===== config.mk =====
export PLATFORM = sky130hd
export DESIGN_NAME = voice_param_bank
export DESIGN_NICKNAME = d
export VERILOG_FILES = /design/src/rtl/voice_param_bank.sv
export SDC_FILE = /design/constraint.sdc
export NUM_CORES = 1
export LEC_CHECK = 0
export CAP_MARGIN = 20
export CORE_MARGIN = 8
export CORE_UTILIZATION = 28
export CTS_BUF_LIST = sky130_fd_sc_hd__clkbuf_16
export CTS_CLUSTER_DIAMETER = 100
export CTS_CLUSTER_SIZE = 12
export DETAILED_ROUTE_END_ITERATION = 10
export PLACE_DENSITY = 0.42
export SYNTH_ARGS = -nofsm -noshare
export SYNTH_HDL_FRONTEND = slang
export SYNTH_SLANG_ARGS = --single-unit

===== constraint.sdc =====
create_clock -name i_clk -period 26 [get_ports i_clk]
set_input_delay 3.9 -clock i_clk [delete_from_list [all_inputs] [get_ports i_clk]]
set_output_delay 3.9 -clock i_clk [all_outputs]
set_load 0.1 [all_outputs]

===== src/rtl/voice_param_bank.sv =====
// Per-voice note parameter bank: captures decoded note-on/off commands and presents
// one voice per scan cycle to the time-multiplexed oscillator/envelope pipeline.
module voice_param_bank #(
  parameter int NUM_VOICES = 16,
  parameter int PTR_W      = 8
) (
  input  logic             i_clk,
  input  logic             i_reset,
  input  logic             i_SPI_flag,
  input  logic             i_SPI_note_status,
  input  logic [7:0]       i_SPI_voice_index,
  input  logic [31:0]      i_SPI_tuning_code,
  input  logic [6:0]       i_SPI_velocity,
  input  logic             i_scan_en,
  output logic             o_valid,
  output logic             o_frame_start,
  output logic [PTR_W-1:0] o_voice_index,
  output logic [31:0]      o_tuning_code,
  output logic [6:0]       o_velocity,
  output logic             o_gate,
  output logic             o_trigger,
  output logic [8:0]       o_active_count,
  output logic [7:0]       o_bad_index_count
);

  localparam logic [8:0]       NUM_VOICES_W = 9'(NUM_VOICES);
  localparam logic [PTR_W-1:0] LAST_VOICE   = PTR_W'(NUM_VOICES - 1);

  logic [31:0]           tuning_mem   [NUM_VOICES];
  logic [6:0]            velocity_mem [NUM_VOICES];
  logic [NUM_VOICES-1:0] gate_q;
  logic [NUM_VOICES-1:0] trigger_q;
  logic [PTR_W-1:0]      ptr_q;

  logic                  cmd_ok;
  logic                  cmd_bad;
  logic [NUM_VOICES-1:0] wr_hit;
  logic [NUM_VOICES-1:0] on_hit;
  logic [NUM_VOICES-1:0] off_hit;
  logic [NUM_VOICES-1:0] scan_hit;
  logic                  wr_gate_old;
  logic [31:0]           rd_tuning;
  logic [6:0]            rd_velocity;
  logic                  rd_gate;
  logic                  rd_trigger;

  assign cmd_ok  = i_SPI_flag && ({1'b0, i_SPI_voice_index} < NUM_VOICES_W);
  assign cmd_bad = i_SPI_flag && !({1'b0, i_SPI_voice_index} < NUM_VOICES_W);

  always_comb begin
    // NOTE: every signal gets a default before the loop, so no path can leave one unassigned and infer a latch.
    wr_hit      = '0;
    scan_hit    = '0;
    rd_tuning   = '0;
    rd_velocity = '0;
    rd_gate     = 1'b0;
    rd_trigger  = 1'b0;
    for (int v = 0; v < NUM_VOICES; v++) begin
      wr_hit[v]   = cmd_ok && (i_SPI_voice_index == 8'(v));
      scan_hit[v] = i_scan_en && (ptr_q == PTR_W'(v));
      if (ptr_q == PTR_W'(v)) begin
        rd_tuning   = tuning_mem[v];
        rd_velocity = velocity_mem[v];
        rd_gate     = gate_q[v];
        rd_trigger  = trigger_q[v];
      end
    end
  end

  assign on_hit      = wr_hit & {NUM_VOICES{i_SPI_note_status}};
  assign off_hit     = wr_hit & {NUM_VOICES{!i_SPI_note_status}};
  assign wr_gate_old = |(wr_hit & gate_q);

  // NOTE: storage lives in flops rather than RAM, so it is cleared by reset like any other register.
  always_ff @(posedge i_clk or posedge i_reset) begin
    if (i_reset) begin
      for (int v = 0; v < NUM_VOICES; v++) begin
        tuning_mem[v]   <= '0;
        velocity_mem[v] <= '0;
      end
    end else begin
      for (int v = 0; v < NUM_VOICES; v++) begin
        if (on_hit[v]) begin
          tuning_mem[v]   <= i_SPI_tuning_code;
          velocity_mem[v] <= i_SPI_velocity;
        end
      end
    end
  end

  // A note-on landing on the voice being scanned keeps its trigger for the next visit.
  always_ff @(posedge i_clk or posedge i_reset) begin
    if (i_reset) begin
      gate_q    <= '0;
      trigger_q <= '0;
    end else begin
      // NOTE: non-blocking assignments keep every register reading pre-edge values.
      gate_q    <= (gate_q | on_hit) & ~off_hit;
      trigger_q <= (trigger_q & ~scan_hit) | on_hit;
    end
  end

  always_ff @(posedge i_clk or posedge i_reset) begin
    if (i_reset) begin
      o_active_count    <= '0;
      o_bad_index_count <= '0;
    end else begin
      if (cmd_ok && i_SPI_note_status && !wr_gate_old)
        o_active_count <= o_active_count + 9'd1;
      else if (cmd_ok && !i_SPI_note_status && wr_gate_old)
        o_active_count <= o_active_count - 9'd1;
      if (cmd_bad && (o_bad_index_count != 8'hFF))
        o_bad_index_count <= o_bad_index_count + 8'd1;
    end
  end

  always_ff @(posedge i_clk or posedge i_reset) begin
    if (i_reset) begin
      ptr_q         <= '0;
      o_valid       <= 1'b0;
      o_frame_start <= 1'b0;
      o_voice_index <= '0;
      o_tuning_code <= '0;
      o_velocity    <= '0;
      o_gate        <= 1'b0;
      o_trigger     <= 1'b0;
    end else if (i_scan_en) begin
      o_valid       <= 1'b1;
      o_frame_start <= (ptr_q == '0);
      o_voice_index <= ptr_q;
      o_tuning_code <= rd_tuning;
      o_velocity    <= rd_velocity;
      o_gate        <= rd_gate;
      o_trigger     <= rd_trigger;
      ptr_q         <= (ptr_q == LAST_VOICE) ? '0 : ptr_q + 1'b1;
    end else begin
      o_valid       <= 1'b0;
      o_frame_start <= 1'b0;
    end
  end

endmodule


==> results of run 1 <==
==> routing by layer <==
metal | vias to the layer above | share of wire [%] | GRT usage [%] | routed length (um)
met3 | 266 | 6.4 | 3.41 | 9440
met1 | 14300 | 43 | 28.4 | 63600
met4 | 0 | 4.1 | 7.28 | 6030
met5 | - | 0 | 0 | 0
li1 | 11100 | - | - | -
met2 | 1095 | 46 | 34.4 | 68400
==> cells by family after synthesis <==
family	count (synthesis)	share of synthesized area, %
xor+xnor	16	0.400
compound gates	748	14.5
flops	732	52.3
fa+ha+maj	13	0.486
simple gates	547	7.46
mux	661	21.3
buf+inv	299	3.59
==> worst reg2reg max path, cell delays in order (launching register included) <==
cell	delay (ns)
dfrtp_1	0.48
inv_1	0.20
ha_4	0.34
buf_4	0.59
buf_4	0.64
nand2_1	0.65
buf_4	0.47
a21oi_1	0.65
a221o_1	0.22
a32oi_1	0.13
o21ai_0	0.18
==> flip-flops by register name, indices dropped and copies added, names as in the netlist, named ones only <==
name,cells
o_active_count,9
o_bad_index_count,8
o_frame_start,1
o_gate,1
o_trigger,1
o_tuning_code,32
o_valid,1
o_velocity,7
o_voice_index,8
ptr_q,8
trigger_q,16
tuning_mem,512
velocity_mem,112
==> Yosys cell counts (14+ instances only) <==
cell / instances
nand2_1: 172
a21oi_1: 156
buf_2: 66
nand3b_1: 14
inv_1: 23
buf_1: 34
o221ai_1: 25
o21ai_0: 165
a2bb2oi_1: 23
nand3_1: 45
a211oi_1: 15
a22oi_1: 34
clkbuf_1: 165
o22ai_1: 46
mux2_2: 652
a221oi_1: 45
or3_1: 15
nand4_1: 21
a31oi_1: 15
o21a_1: 16
o31ai_1: 17
a22o_1: 21
nor2b_1: 14
nor2_1: 147
and3_1: 22
o211ai_1: 27
nor3_1: 39
nand2b_1: 17
dfrtp_1: 732
==> final cells by class <==
class	instances	share of cell area, %
flip-flops and latches	732	46.0
multi-input cells	1985	39.4
well taps	1637	5.15
repair buffers	196	4.63
clock buffers	71	4.46
inverters	24	0.245
clock inverters	6	0.119
diodes	2	0.0126
==> final timing paths <==
path	startpoint	to	slack (ns)	cells after the start
hold / removal	o_active_count[8]$_DFFE_PP0P_	o_active_count[8]$_DFFE_PP0P_	0.48	1
hold reg to reg	o_active_count[8]$_DFFE_PP0P_	o_active_count[8]$_DFFE_PP0P_	0.48	1
setup reg to reg	ptr_q[1]$_DFFE_PP0P_	o_tuning_code[3]$_DFFE_PP0P_	21.37	10
max in group asynchronous	i_reset	tuning_mem[80]$_DFFE_PP0P_	19.64	4
setup / recovery	i_SPI_voice_index[7]	tuning_mem[47]$_DFFE_PP0P_	18.86	7
min in group asynchronous	i_reset	tuning_mem[143]$_DFFE_PP0P_	3.84	2
==> report_power, final <==
| part | switching, mW | leakage, nW | internal (mW) |
|---|---|---|---|
| Sequential | 0.0867 | 10.1 | 1.21 |
| Clock | 0.451 | 0.903 | 0.484 |
| Combinational | 1.07 | 6.91 | 0.339 |
==> placed cells by master, fill, tap and decap left out, types with 22 or more instances in the layout <==
master	n
a21oi_1	156
a221oi_1	45
clkbuf_16	71
buf_4	72
o211ai_1	27
a2bb2oi_1	23
dfrtp_1	731
nor2_1	131
a22oi_1	34
nand2_1	171
o221ai_1	25
clkdlybuf4s50_1	118
and3_1	22
o22ai_1	46
o21ai_0	164
mux2_2	652
nor3_1	38
nand3_1	42
==> summary.md, run 1 <==
| Metric | Value |
|---|---|
| Status | finished clean |
| Number of synthesized flops with an enable pin | 0 |
| Final critical-path setup slack | 18.86 ns |
| Hold WC Path Type | flop to flop |
| Final Skew | 0.0323 ns |
| Number of remaining DRC errors | 0 |
| HPWL Detailed | ~90000 um |
| Synth top area share | 52.3% |
| IO Pins | 120 |
| Avg Cell Area, Syn | ~12 um^2 |
| Cts hold-fix bufs | 0 |
| Sequential element share of the synthesized area | 52.3% |
| GRT Total Usage | between 20% and 30% |
| Cell Chain, Critical Path | clkdlybuf4s50_1 > nor4_1 > and2_1 > nand3_1 > nor2_4 > buf_4 > mux2_2 |
| WL/cell | 31.7 um |
| Max FO, Critical Path | 21 |
| Largest net degree at the start of global routing | roughly 170 |
| Final Max Tran Viols | 0 |
| Core Area | 0.124 mm^2 |
| Number of global-route vias before repair | 27.9k |
| Rows | 129 |
| Setup_tns | 0 ns |
| Hold_ws | 0.483 ns |
| Worst path bufs/invs | 2 |
| Pwr Density | a little over 90 mW/mm^2 |
| Lkg Pwr | between 15 and 20 nW |
| Post-CTS setup buffers | 0 |
| Synth top area cells | dfrtp_1 (52%), mux2_2 (21%), o21ai_0 (2.4%) |
| Peak supply drop | 0.103 mV |
| RSZ-0062 raised after global routing | no |
| Initial antenna violation count | 6 |
| Number of setup violations in the final report | 0 |
| Worst skew pair latency | 0.65 ns |
| Arrival time worst endpoint | between 7 and 8 ns |
| Fillers | 12.4k |
| Area Overhead vs Synth | 13.6% |
| Ys flop type | dfrtp_1 |
| Cts bufs inserted | 70 |
| Peak Freq | 140 MHz |
| Clock tree buffer depth | 3 |
| Layout Cells excl Fill | about 4.7k |
| CTS root buffer | clkbuf_16 |
| Die ar. | about 0.14 mm^2 |
| Post-route cell area | 0.0398 mm^2 |
| Share of layout cells above drive strength 1 | 29.2% |
| FF/Latch Area | about 0.018 mm^2 |
| Multi-input logic area | 0.0157 mm^2 |
| Worst stage delay on the critical path | about 0.94 ns |
| TritonCTS clock tree | done |
| Placed cells | around 4.6k |
| CTS Sinks | 732 |
| Post-Syn Nets | between 3k and 4k |
| Initial Util | between 20% and 30% |
| Measured slew at the worst slew-check pin | ~1.2 ns |
| DR pass1 iterations | 5 |
| Max Cap Viol | 0 |
| Setup WS pre-CTS | about 18 ns |
| Rel. slew slack | 20.5% |
| CP Capture Type | flop |
| Warnings, synthesis | 0 |
| Total wire length | 148000 um |
| CP top delay family | simple AND/OR/NAND/NOR gates |
| Critical path class | input pin to flop |
| Cell count after synthesis | 3016 |
| IO buf count | 119 |
| Final hold vios | 0 |
| Routability Congestion | 0.858 |
| Synth unique cells | 80 |
| Synth Register Bits | 732 |
| Core occupancy in the finished layout | 32.1% |
| Final critical-path required period | 7.14 ns |
| First-pass GRT wire length | 212000 um |
| Total power | between 3 and 4 mW |
| Vias per cell | 5.75 |
| Area after DPL | 0.0379 mm^2 |
| Post-synth ARST share | 100% |
| DR iter-0 viols | 2603 |
| Clock slew at reported path FFs | roughly 0.06 ns |
| Chip width | 370 um |
| CTS H-tree depth | 3 |
| Final period util | 27.5% |
| Startpoint types | input pin |
| Synth area leader | dfrtp_1 |
| Syn Std Cell Area | 0.0350 mm^2 |
| Die Y | 370 um |
| Final ANT Viol Nets | 0 |
| Final net count | between 3k and 4k |
| Data required, critical path | approximately 27 ns |
| Via count | 26.8k |
| Resized cells post-CTS | 0 |
| Total grt overflow | 0 |
| CP max stage cell | nor2_4 |
No activity file was read; power rests on OpenSTA's default activity.
==> run 2: changes to the inputs <==
--- a/config.mk
+++ b/config.mk
@@ -12,7 +12,7 @@
 export CTS_CLUSTER_DIAMETER = 100
 export CTS_CLUSTER_SIZE = 12
 export DETAILED_ROUTE_END_ITERATION = 10
-export PLACE_DENSITY = 0.42
+export PLACE_DENSITY = 0.41
 export SYNTH_ARGS = -nofsm -noshare
 export SYNTH_HDL_FRONTEND = slang
 export SYNTH_SLANG_ARGS = --single-unit
==> constraint.sdc (replaced) <==
create_clock -name i_clk -period 7.4 [get_ports i_clk]
set_input_delay 1.11 -clock i_clk [delete_from_list [all_inputs] [get_ports i_clk]]
set_output_delay 1.11 -clock i_clk [all_outputs]
set_load 0.1 [all_outputs]
==> summary.md, run 2 (same netlist as run 1, synthesis figures left out) <==
| Metric | Value |
|---|---|
| GRT Total Usage | 20.8% (-0.28 points) |
| Peak Freq | between 200 and 250 MHz |
| Max reg flops | 512 (unchanged) |
| Cts hold-fix bufs | 0 (unchanged) |
| TritonCTS clock tree | done |
| Final hold vios | 0 (unchanged) |
| Peak supply drop | 0.308 mV (+200%) |
| Multi-input logic area | 0.0157 mm^2 (about the same) |
| Hold depth | 1 (unchanged) |
| Die Y | 370 um (unchanged) |
| First-pass GRT wire length | 209000 um (-1.6%) |
| Post-CTS setup buffers | 0 (unchanged) |
| Cell Chain, Critical Path | clkdlybuf4s50_1 > mux2_2 > a32oi_1 > o211ai_1 > nor3_1 > inv_1 > ha_1 > a211oi_1 > nor2_1 > o31a_1 > o31a_1 > xor2_1 > mux2_2 |
| Reg power frac | 35.0% (-0.6 points) |
| Chip width | 370 um (unchanged) |
| Worst stage delay on the critical path | 0.77 ns (-0.17 ns) |
| Fillers | 12.6k (+1.2%) |
| HPWL Detailed | 94500 um (+4.5%) |
| IO Pins | 120 (unchanged) |
| Reg-to-reg critical path startpoint | ptr_q[2]$_DFFE_PP0P_ |
| Lkg Pwr | 18.0 nW (+0.26%) |
| Final critical-path required period | 4.38 ns |
| Beginning of the worst hold path | o_active_count[8]$_DFFE_PP0P_ |
| Final ANT Viol Nets | 0 (unchanged) |
| Rel. slew slack | 19.2% (-1.2 points) |
| CTS root buffer | clkbuf_16 |
| Initial antenna violation count | 10 (+4) |
| Arrival time worst endpoint | 4.90 ns (-2.76 ns) |
| WL/cell | 31.3 um (-1.3%) |
| Share of layout cells above drive strength 1 | 29.3% (+0.11 points) |
| Die ar. | 0.137 mm^2 (unchanged) |
| Number of remaining DRC errors | 0 (unchanged) |
| FF-to-FF path depth | 9 (-1) |
| Initial Util | 28.3% (unchanged) |
| Data required, critical path | 7.92 ns (-18.60 ns) |
| P_int | 7.19 mW (+250%) |
| Clock power frac | 25.5% (-0.2 points) |
| Startpoint types | input pin |
| Final period util | 59.2% |
| Most common cell after layout, fill and taps aside | dfrtp_1 |
| Psw | 5.69 mW (+250%) |
| Hold endpoint | o_active_count[8]$_DFFE_PP0P_ |
| Vias per cell | 5.67 (-1.4%) |
| Setup_tns | 0 ns (unchanged) |
| Largest Register | tuning_mem |
| Total wire length | 146000 um (-1.1%) |
| Hold_ws | 0.484 ns (+0.00123 ns) |
| Final net count | 3083 (+0.29%) |
| CTS Sinks | 732 (unchanged) |
| Measured slew at the worst slew-check pin | 1.21 ns (+0.0179 ns) |
| Final Max Tran Viols | 0 (unchanged) |
| Sw frac | 44.2% (about the same) |
| Final Skew | 0.0289 ns (-0.00343 ns) |
| Number of global-route vias before repair | 27.5k (-1.6%) |
| Critical path class | input pin to flop |
| Largest net degree at the start of global routing | 128 (-26%) |
| Resized cells post-CTS | 0 (unchanged) |
| Area Overhead vs Synth | 14.0% |
| DR iter-0 viols | 2367 (-9.1%) |
| DR pass1 iterations | 6 (+1) |
| Core Area | 0.124 mm^2 (unchanged) |
| RR Endpoint | o_tuning_code[7]$_DFFE_PP0P_ |
| CP top delay family | compound AO/OA/AOI/OAI gates |
| Pwr Density | 322 mW/mm^2 (+250%) |
| Clock tree buffer depth | 3 (unchanged) |
| Most frequent cells in the layout | dfrtp_1 (731), mux2_2 (652), nand2_1 (171), o21ai_0 (164), a21oi_1 (156) |
| Combinational share of power | 39.4% (+0.7 points) |
| Number of setup violations in the final report | 0 (unchanged) |
| Via count | 26.5k (-1.1%) |
| Max Cap Viol | 0 (unchanged) |
| FF/Latch Area | 0.0183 mm^2 (unchanged) |
| Hold WC Path Type | flop to flop |
| Top Registers | tuning_mem: 512 flops, velocity_mem: 112 flops, o_tuning_code: 32 flops |
| Routability Congestion | 0.851 (-0.87%) |
| CP Capture Type | flop |
| Status | finished clean |
| CTS H-tree depth | 3 (unchanged) |
| IO buf count | 119 (unchanged) |
| Cts bufs inserted | 70 (unchanged) |
| Worst path bufs/invs | 2 (unchanged) |
| Clock slew at reported path FFs | 0.06 ns (about the same) |
| Total grt overflow | 0 (unchanged) |
| CP max stage cell | clkdlybuf4s50_1 |
| Reg2reg setup slack | 3.07 ns (-18.30 ns) |
| Rows | 129 (unchanged) |
| Max FO, Critical Path | 11 (-48%) |
| RSZ-0062 raised after global routing | no |
| Worst skew pair latency | 0.65 ns (about the same) |
| Crit path depth | 13 (+6) |
==> run 2: worst reg2reg max path, stage by stage, from the launching register on <==
cell and delay (ns):
dfrtp_1 0.35, buf_4 0.59, and2_1 0.99, buf_4 0.45, nand2_1 0.73, nor4_1 0.58, buf_4 0.23, nand2_1 0.06
o211ai_1 0.14, a21o_1 0.16
==> run 2: worst max-delay path by stage <==
| stage | endpoint | slack, ns | start |
|---|---|---|---|
| finish | o_active_count[7]$_DFFE_PP0P_ | 3.02 | i_SPI_voice_index[2] |
| global route | o_active_count[7]$_DFFE_PP0P_ | 2.86 | i_SPI_voice_index[2] |
| CTS | o_active_count[7]$_DFFE_PP0P_ | 3.06 | i_SPI_voice_index[2] |
| detailed placement | o_active_count[7]$_DFFE_PP0P_ | 2.38 | i_SPI_voice_index[2] |
| global placement | o_active_count[7]$_DFFE_PP0P_ | 2.37 | i_SPI_voice_index[2] |
| floorplan | asynchronous set/reset pin | -3.74 | i_reset |
==> run 2: area by class of cell <==
cell class              count  share of cell area [%]
repair buffers            205                    4.95
clock buffers              71                    4.45
diodes                      3                  0.0188
flip-flops and latches    732                    45.9
multi-input cells        1985                    39.2
inverters                  24                   0.235
clock inverters             6                   0.119
well taps                1637                    5.13
==> run 2: stage by stage <==
step / cells / power, mW / area [um^2] / utilization [%] / worst slack, ns
finish: 4663 / 12.9 / 39900 / 32.2 / 3.02
global route: 4661 / 13.3 / 39900 / 32.2 / 2.86
CTS: 4658 / 13.0 / 39900 / 32.2 / 3.06
detailed placement: 4581 / 9.65 / 38100 / 30.7 / 2.38
global placement: 4579 / 9.63 / 38000 / 30.7 / 2.37
floorplan: 3016 / 7.51 / 35000 / - / -3.74
==> run 2: per-layer routing <==
| layer | GRT usage, % | wire, um | vias up |
|---|---|---|---|
| li1 | - | - | 11100 |
| met1 | 27.1 | 62700 | 14200 |
| met2 | 35.1 | 70100 | 902 |
| met3 | 2.79 | 6750 | 221 |
| met4 | 8.16 | 6290 | 2 |
| met5 | 0 | 13 | - |
==> run 2: power groups by stage <==
stage	registers [mW]	logic (mW)	clock network [mW]
after CTS	4.52	5.08	3.40
after detailed placement	4.59	5.06	0
after floorplan	5.51	2.00	0
after global placement	4.59	5.05	0
final	4.51	5.08	3.28
after global routing	4.54	5.28	3.52
==> run 3: changes to the inputs <==
==> constraint.sdc (replaced) <==
create_clock -name i_clk -period 4.04 [get_ports i_clk]
set_input_delay 0.606 -clock i_clk [delete_from_list [all_inputs] [get_ports i_clk]]
set_output_delay 0.606 -clock i_clk [all_outputs]
set_load 0.1 [all_outputs]
==> summary.md, run 3 (same netlist as run 1, synthesis figures left out) <==
| Metric | Value |
|---|---|
| FF-to-FF path depth | 9 (unchanged) |
| Largest Register | tuning_mem |
| Final net count | 3205 (+4.0%) |
| CTS H-tree depth | 3 (unchanged) |
| Vias per cell | 5.58 (-1.6%) |
| Rel. slew slack | 25.9% (+6.7 points) |
| Status | finished clean |
| Final Skew | 0.0327 ns (+0.00389 ns) |
| Clock tree buffer depth | 3 (unchanged) |
| Peak Freq | 274 MHz |
| Arrival time worst endpoint | 4.16 ns (-0.74 ns) |
| Resized cells post-CTS | 0 (unchanged) |
| Final period util | between 90% and 100% |
| Top Registers | tuning_mem: 512 flops, velocity_mem: 112 flops, o_tuning_code: 32 flops |
| Worst skew pair latency | 0.65 ns (about the same) |
| Final Max Tran Viols | 0 (unchanged) |
| Area Overhead vs Synth | 17.2% |
| CTS Sinks | 732 (unchanged) |
| Clock slew at reported path FFs | 0.06 ns (about the same) |
| Die ar. | 0.137 mm^2 (unchanged) |
| Via count | 26.7k (+0.94%) |
| Data required, critical path | 4.55 ns (-3.37 ns) |
| Fillers | 12.4k (-1.2%) |
| Initial Util | 28.3% (unchanged) |
| Final ANT Viol Nets | 0 (unchanged) |
| Max FO, Critical Path | 4 (-7) |
| Critical path class | input pin to flop |
| Final hold vios | 0 (unchanged) |
| Core Area | 0.124 mm^2 (unchanged) |
| Post-CTS setup buffers | 0 (unchanged) |
| Hold depth | 1 (unchanged) |
| Max Cap Viol | 0 (unchanged) |
| Most common cell after layout, fill and taps aside | dfrtp_1 |
| Final critical-path required period | 3.65 ns |
| CTS root buffer | clkbuf_16 |
| IO Pins | 120 (unchanged) |
| CP Capture Type | flop |
| Peak supply drop | 0.661 mV (+110%) |
| Chip width | 370 um (unchanged) |
| Largest net degree at the start of global routing | 104 (-19%) |
| RSZ-0062 raised after global routing | no |
| Lkg Pwr | 18.6 nW (+3.7%) |
| Total grt overflow | 0 (unchanged) |
| GRT Total Usage | 21.0% (+0.18 points) |
| Hold WC Path Type | input pin to flop |
| Routability Congestion | 0.868 (+2.0%) |
| Number of setup violations in the final report | 0 (unchanged) |
| HPWL Detailed | 99300 um (+5.1%) |
| Share of layout cells above drive strength 1 | 32.0% (+2.7 points) |
| Number of remaining DRC errors | 0 (unchanged) |
| Measured slew at the worst slew-check pin | 1.11 ns (-0.0996 ns) |
| TritonCTS clock tree | done |
| DR pass1 iterations | 5 (-1) |
| Total power | 24.0 mW (+87%) |
| Final critical-path setup slack | 0.387 ns (-2.63 ns) |
| Cts hold-fix bufs | 0 (unchanged) |
| Die Y | 370 um (unchanged) |
| IO buf count | 119 (unchanged) |
| Initial antenna violation count | 6 (-4) |
| Pwr Density | 585 mW/mm^2 (+81%) |
| Total wire length | 146000 um (+0.27%) |
| Cts bufs inserted | 71 (+1.4%) |
| WL/cell | 30.6 um (-2.3%) |
| Rows | 129 (unchanged) |
| Setup WS pre-CTS | -0.237 ns (-2.62 ns) |
| Number of global-route vias before repair | 28.2k (+2.7%) |
| DR iter-0 viols | 2317 (-2.1%) |
| Startpoint types | input pin |
| Max reg flops | 512 (unchanged) |
| Most frequent cells in the layout | dfrtp_1 (731), mux2_2 (652), buf_4 (182), nand2_1 (171), o21ai_0 (164) |
| First-pass GRT wire length | 211000 um (+1.2%) |
## run 3: cell count changes in the layout (fill, tap and decap cells not counted), moves of 2 or more
cell,change
diode_2,-2
buf_12,+17
nor2_2,-2
clkbuf_16,+2
buf_4,+107
nor2_1,+2
## run 3: stage by stage
step           cell area, um^2   TNS, ns  instances  utilization (%)  hold slack (ns)
5_1_grt                  41100         0       4785             33.1            0.369
6_report                 41100         0       4785             33.1            0.394
2_1_floorplan            35000  -4827.96       3016                -            0.444
4_1_cts                  41100         0       4784             33.1            0.353
3_3_place_gp             39200    -0.179       4704             31.6            0.461
3_5_place_dp             39200    -0.460       4704             31.6            0.462
## run 3: path summary, 6_finish.rpt
path | start | to | slack, ns
setup reg to reg | ptr_q[0]$_DFFE_PP0P_ | o_tuning_code[3]$_DFFE_PP0P_ | 0.54
setup / recovery | i_SPI_voice_index[2] | o_active_count[7]$_DFFE_PP0P_ | 0.39
hold reg to reg | o_active_count[8]$_DFFE_PP0P_ | o_active_count[8]$_DFFE_PP0P_ | 0.48
hold / removal | i_scan_en | o_valid$_DFF_PP0_ | 0.39
min in group asynchronous | i_reset | tuning_mem[323]$_DFFE_PP0P_ | 0.42
max in group asynchronous | i_reset | tuning_mem[113]$_DFFE_PP0P_ | 2.51
## run 3: worst max-delay path: stages
cell and delay (ns):
clkdlybuf4s50_1 0.58, buf_4 0.16, mux2_2 0.33, a32oi_1 0.23
nor2_1 0.11, nor3_1 0.33, inv_1 0.16, ha_1 0.32
a211oi_1 0.28, nor2_1 0.11, o31a_1 0.28, o31a_1 0.26
xor2_1 0.14, mux2_2 0.26
## run 3: area by class of cell
class                           count  area, um^2  share of cell area (%)
Sequential cell                   732       18300                    44.6
Multi-Input combinational cell   1985       15600                    38.1
Timing Repair Buffer              326        3070                    7.47
Tap cell                         1637        2050                    4.99
Clock buffer                       73        1830                    4.45
Inverter                           24        93.8                   0.229
Clock inverter                      7        55.1                   0.134
Antenna cell                        1        2.50                 0.00610
## run 3: where the power goes
part	internal, mW	switching [mW]	total, mW	leakage, nW
Sequential	7.80	0.526	8.33	10.1
Clock	3.20	2.90	6.11	0.933
Combinational	2.60	6.98	9.58	7.59
## run 3: per-layer routing
metal	GRT usage [%]	vias up	share of wire, %
met3	3.45	248	5.2
li1	-	11300	-
met1	27.3	14200	43
met2	35.2	888	48
met5	0	-	0.0089
met4	7.81	2	4.1
